[src/rtl/cp0_pkg.sv]
// Shared CP0 register numbers, field positions and exception codes for the
// interrupt controller slice.
package cp0_pkg;

  localparam logic [4:0] REG_SR    = 5'd12;
  localparam logic [4:0] REG_CAUSE = 5'd13;
  localparam logic [4:0] REG_EPC   = 5'd14;
  localparam logic [4:0] REG_PRID  = 5'd15;

  localparam int SR_IE        = 0;
  localparam int SR_EXL       = 1;
  localparam int SR_IM_LO     = 10;
  localparam int CAUSE_EXC_LO = 2;
  localparam int CAUSE_IP_LO  = 10;
  localparam int CAUSE_BD     = 31;

  localparam logic [4:0] EXC_INT  = 5'd0;
  localparam logic [4:0] EXC_ADEL = 5'd4;
  localparam logic [4:0] EXC_ADES = 5'd5;
  localparam logic [4:0] EXC_RI   = 5'd10;
  localparam logic [4:0] EXC_OV   = 5'd12;

  function automatic logic [31:0] word_align(input logic [31:0] a);
    return {a[31:2], 2'b00};
  endfunction

endpackage

[src/rtl/int_sync.sv]
// One interrupt channel: optional synchroniser chain followed by a
// rising-edge detector on the synchronised level.
module int_sync #(
  parameter int STAGES = 2
) (
  input  logic clk,
  input  logic reset,
  input  logic d,
  output logic level,
  output logic rise
);

  logic prev;

  generate
    if (STAGES == 0) begin : g_direct
      assign level = d;
    end else begin : g_sync
      logic [STAGES-1:0] sr;
      always_ff @(posedge clk or negedge reset) begin
        if (!reset) begin
          sr <= '0;
        end else begin
          sr[0] <= d;
          for (int k = 1; k < STAGES; k++) sr[k] <= sr[k-1];
        end
      end
      assign level = sr[STAGES-1];
    end
  endgenerate

  always_ff @(posedge clk or negedge reset) begin
    if (!reset) prev <= 1'b0;
    else        prev <= level;
  end

  assign rise = level & ~prev;

endmodule

[src/rtl/cp0_int_ctrl.sv]
// CP0 interrupt/exception controller: SR, Cause, EPC, PRId plus hardware
// interrupt capture and the flush request to the pipeline.
module cp0_int_ctrl
  import cp0_pkg::*;
#(
  parameter int                 NUM_HWINT   = 6,
  parameter int                 SYNC_STAGES = 2,
  parameter logic [NUM_HWINT-1:0] EDGE_MASK = '0,
  parameter logic [31:0]        PRID        = 32'h2020_0707
) (
  input  logic                 clk,
  input  logic                 reset,
  input  logic                 we,
  input  logic [4:0]           addr,
  input  logic [31:0]          wdata,
  output logic [31:0]          rdata,
  input  logic [31:0]          pc_m,
  input  logic                 bd_m,
  input  logic                 exc_req,
  input  logic [4:0]           exc_code,
  input  logic                 eret,
  input  logic [NUM_HWINT-1:0] hw_int,
  output logic                 int_req,
  output logic [31:0]          epc,
  output logic [2:0]           int_id,
  output logic                 exl
);

  logic [NUM_HWINT-1:0] lvl, rise, ip, ip_nx, im;
  logic                 ie, bd, int_pend, cause_wr;
  logic [4:0]           exc_q;
  logic [31:0]          epc_q;
  logic [5:0]           im6, ip6;

  for (genvar i = 0; i < NUM_HWINT; i++) begin : g_ch
    int_sync #(.STAGES(SYNC_STAGES)) u_sync (
      .clk   (clk),
      .reset (reset),
      .d     (hw_int[i]),
      .level (lvl[i]),
      .rise  (rise[i])
    );
  end

  assign int_pend = ie & ~exl & |(ip & im);
  // Held low during reset so a stray exc_req cannot flush a pipeline in reset.
  assign int_req  = reset & (int_pend | (exc_req & ~exl));
  assign cause_wr = we & ~int_req & (addr == REG_CAUSE);

  always_comb begin
    ip_nx = '0;
    for (int i = 0; i < NUM_HWINT; i++) begin
      if (EDGE_MASK[i]) ip_nx[i] = rise[i] | (ip[i] & ~(cause_wr & ~wdata[CAUSE_IP_LO+i]));
      else              ip_nx[i] = lvl[i];
    end
  end

  always_ff @(posedge clk or negedge reset) begin
    if (!reset) begin
      ip    <= '0;
      im    <= '0;
      ie    <= 1'b0;
      exl   <= 1'b0;
      bd    <= 1'b0;
      exc_q <= '0;
      epc_q <= '0;
    end else begin
      ip <= ip_nx;
      if (int_req) begin
        // The flushed instruction never commits, so a coincident mtc0 is lost.
        exl   <= 1'b1;
        bd    <= bd_m;
        epc_q <= word_align(bd_m ? pc_m - 32'd4 : pc_m);
        exc_q <= int_pend ? EXC_INT : exc_code;
      end else begin
        if (we && addr == REG_SR) begin
          im  <= wdata[SR_IM_LO +: NUM_HWINT];
          exl <= wdata[SR_EXL];
          ie  <= wdata[SR_IE];
        end
        if (we && addr == REG_EPC) epc_q <= word_align(wdata);
        if (eret) exl <= 1'b0;
      end
    end
  end

  always_comb begin
    int_id = 3'd7;
    for (int i = NUM_HWINT - 1; i >= 0; i--) begin
      if (ip[i] & im[i]) int_id = 3'(i);
    end
  end

  always_comb begin
    im6 = '0;
    ip6 = '0;
    im6[NUM_HWINT-1:0] = im;
    ip6[NUM_HWINT-1:0] = ip;
    case (addr)
      REG_SR:    rdata = {16'd0, im6, 8'd0, exl, ie};
      REG_CAUSE: rdata = {bd, 15'd0, ip6, 3'd0, exc_q, 2'd0};
      REG_EPC:   rdata = epc_q;
      REG_PRID:  rdata = PRID;
      default:   rdata = '0;
    endcase
  end

  assign epc = epc_q;

endmodule

[config.mk]
export PLATFORM = sky130hd
export DESIGN_NAME = cp0_int_ctrl
export DESIGN_NICKNAME = d
export VERILOG_FILES = /design/src/rtl/cp0_pkg.sv /design/src/rtl/int_sync.sv /design/src/rtl/cp0_int_ctrl.sv
export SDC_FILE = /design/constraint.sdc
export NUM_CORES = 1
export LEC_CHECK = 0
export BUFFER_PORTS_ARGS = -buffer_cell sky130_fd_sc_hd__buf_2
export CORE_AREA = 8 8 99 101
export DETAILED_ROUTE_END_ITERATION = 7
export DIE_AREA = 0 0 107 109
export PLACE_DENSITY_LB_ADDON = 0.1
export SYNTH_ARGS = -nofsm -noshare
export SYNTH_HDL_FRONTEND = slang
export SYNTH_SLANG_ARGS = --single-unit
export TNS_END_PERCENT = 100
[constraint.sdc]
create_clock -name clk -period 3 [get_ports clk]
set_input_delay 0.75 -clock clk [delete_from_list [all_inputs] [get_ports clk]]
set_output_delay 0.75 -clock clk [all_outputs]
set_load 0.03 [all_outputs]
==> impl_table.tex <==
\begin{tabular}{lr}
\hline
Metric & Value \\
\hline
\multicolumn{2}{l}{\textbf{GRT}} \\
Total congestion overflow after global routing & 0 \\
Global-route total usage across every layer & 0.184 \\
Via count of the first global-routing pass & 3254 \\
Maximum number of pins on one net before global-route repair & 64 \\
Number of antenna violations at the first check in global routing & 0 \\
Wire length of the first global-routing pass & 16700 microns \\
\multicolumn{2}{l}{\textbf{Detailed routing}} \\
DRC violation count after routing & 0 \\
Detailed Route Iter0 Violations & 81 \\
Routed length on met2 & 4850 microns \\
Total length of routed met3 wires & 815 microns \\
Detailed-routing iteration count for the pre-antenna-repair pass & 4 \\
Total routed wirelength & 10600 microns \\
Number of vias in the routed layout & 3088 \\
Vias per inst & 5.09 \\
Count of nets left with antenna violations after detail routing & 0 \\
Met1 routed wirelength after detailed routing & 4750 microns \\
Post-DR wirelength/cell & 17.4 microns \\
Highest metal used & met4 \\
\multicolumn{2}{l}{\textbf{Worst setup path}} \\
Required time reported for the critical path endpoint & 2.25 ns \\
Data arrival, critical path & 1.96 ns \\
CP max FO & 4 \\
Nature of the critical path startpoint & flop \\
Crit Path Category & reg -> out \\
Crit. End Element & output port \\
\multicolumn{2}{l}{\textbf{Flow run}} \\
Max Cap Viol & 0 \\
\multicolumn{2}{l}{\textbf{Logic synthesis}} \\
Synth Instances & 344 \\
Proportion of netlist area held by the largest area contributor & 0.435 \\
Ys async rst share & 1.00 \\
Synthesized area divided by synthesized cell count & 10.4 sq um \\
FF+latch count, synth & 62 \\
Leading cell type by number of instances after synthesis & dfrtp\_1 \\
Number of warnings reported in the yosys synthesis log & 0 \\
Sequential-to-total area share from yosys stat & 0.435 \\
Distinct cell type count after synthesis & 47 \\
Combined area of all synthesized cells & 3570 sq um \\
Leading post-synthesis cells by cell area & dfrtp\_1, mux2i\_1, xnor2\_1 \\
Top cell type by total area after synthesis & dfrtp\_1 \\
Primary flip-flop cell chosen by synthesis mapping & dfrtp\_1 \\
Post-synth EDFFs & 0 \\
Most used standard cells in the synthesized netlist & dfrtp\_1, mux2i\_1, nor2\_1, xnor2\_1, a21oi\_1 \\
\multicolumn{2}{l}{\textbf{Clocking}} \\
Clock transition at the registers of the reported paths & 0.08 ns \\
Clock latency on the worst-skew pair & 0.33 ns \\
Total number of clock tree sinks & 62 \\
Library cell used as clock root buffer & clkbuf\_8 \\
Number of buffers between clock root and the deepest sink & 2 \\
Number of H-tree levels & 3 \\
CTS tree & yes \\
Total of cells resized after clock tree synthesis & 0 \\
Total CTS buffers & 9 \\
Post-CTS repair timing setup buffer count & 0 \\
Count of hold buffers inserted by post-cts repair & 0 \\
\multicolumn{2}{l}{\textbf{Layout}} \\
Post-layout instance area & 4620 sq um \\
Net count of the finished layout & 581 \\
Antenna fix cells & 0 \\
Share of cells above drive strength 1 & 0.415 \\
Layout filler cell count & 798 \\
Area Overhead vs Synth & 29.4\% \\
\multicolumn{2}{l}{\textbf{Placement}} \\
Estimated wirelength of the detail-placed design & 8280 microns \\
Final GP Congestion & 0.819 \\
Dpl cell area & 4450 sq um \\
Port bufs & 150 \\
Post-place setup slack & 0.363 ns \\
\multicolumn{2}{l}{\textbf{Power}} \\
Worst voltage drop across the vdd grid & 0.308 mV \\
P\_leak & 0.00225 uW \\
Power per unit of standard cell area & 665 nW/um\^{}2 \\
\multicolumn{2}{l}{\textbf{Timing}} \\
Final Critical Period & 2.71 ns \\
Slack of the critical path & 0.290 ns \\
Hold violation count in the final report & 0 \\
Worst Skew & 0.00793 ns \\
Max\_slew headroom & 0.463 \\
Pins Over Slew Limit & 0 \\
Setup repair after global routing missed its margin & false \\
TNS Setup & 0 ns \\
Fin Hold WS & 0.352 ns \\
Post-route clock period utilization & 0.903 \\
Setup violations, final & 0 \\
Worst-margin pin slew & 0.806 ns \\
Fmax & 0.369 GHz \\
\multicolumn{2}{l}{\textbf{Floorplanning}} \\
Die width & 107 microns \\
Boundary Pins & 155 \\
DIE HEIGHT & 109 microns \\
Core area & 8380 sq um \\
Number of placement rows & 34 \\
Die area & 11700 sq um \\
Initial core utilization & 0.426 \\
\multicolumn{2}{l}{\textbf{Run status}} \\
Run status & complete, no violations \\
\multicolumn{2}{l}{\textbf{Hold path}} \\
Worst Hold Class & reg -> reg \\
\hline
\end{tabular}
[final cells by class]
cell class	instances	area (sq um)	share of cell area
clock buffers	9	124	0.0268
inverters	3	11.3	0.00244
repair buffers	161	833	0.180
clock inverters	7	50.0	0.0108
multi-input cells	257	1910	0.414
well taps	108	135	0.0293
flip-flops and latches	62	1550	0.336
[report_power, final]
group / internal, uW / total [uW] / switching (uW)
sequential: 1070 / 1250 / 181
clock: 300 / 646 / 346
combinational: 413 / 1180 / 764
[per-stage QoR]
stage / util / std cells / total power, uW
CTS: 0.551 / 607 / 3110
floorplan: - / 345 / 2020
global placement: 0.530 / 591 / 2430
detailed placement: 0.530 / 591 / 2450
finish: 0.551 / 607 / 3070
global route: 0.551 / 607 / 3260
[per-layer routing]
metal	vias to the layer above	track usage
li1	1517	-
met1	1448	0.233
met2	111	0.294
met3	12	0.0485
met4	0	0.0724
met5	-	0
[worst max-delay path, cell delays in order, from the launching register on]
cell	delay (ns)
dfrtp_1	0.41
a22o_1	0.28
or3b_2	0.52
o21ai_4	0.15
inv_1	0.08
buf_2	0.18
[path summary, 6_finish.rpt]
check	end	from	depth (start not counted)	slack [ns]
max	int_req	im[0]$_DFFE_PN0P_	5	0.29
min	ip[0]$_DFF_PN0_	g_ch[0].u_sync.g_sync.sr[1]$_DFF_PN0_	0	0.35
min in group asynchronous	ip[5]$_DFF_PN0_	reset	2	0.64
min reg2reg	ip[0]$_DFF_PN0_	g_ch[0].u_sync.g_sync.sr[1]$_DFF_PN0_	0	0.35
max in group asynchronous	exc_q[1]$_DFFE_PN0P_	reset	2	1.83
max reg2reg	im[2]$_DFFE_PN0P_	im[0]$_DFFE_PN0P_	7	0.66
[placed cells by master, fill, tap and decap left out, drive strengths merged, types with 4 or more instances in the layout]
master and n:
mux2 7, clkbuf 9, and3 15, dfrtp 62
o21ai 7, buf 161, mux2i 56, nor2 41
inv 4, a22o 7, nand2 16, or3 5
a21oi 19, xnor2 25, nor4 8, a22oi 6
nor3 13, nor2b 4
[state kept, by name (all words and copies together) (netlist names)]
register / cells
im: 6
exc_q: 5
ie: 1
ip: 6
epc: 30
bd: 1
g_ch.u_sync.g_sync.sr: 12
exl: 1
[cell families after synthesis]
logic type / after synthesis / share of synthesized area
AND/OR/NAND/NOR: 121 / 0.206
flip-flops: 62 / 0.435
buffers and inverters: 26 / 0.0343
adder cells (fa/ha/maj): 1 / 0.00350
multiplexers: 63 / 0.179
AO/OA/AOI/OAI: 42 / 0.0729
other: 1 / 0.00105
XOR/XNOR: 28 / 0.0687
Power figures use the tool's default switching activity.
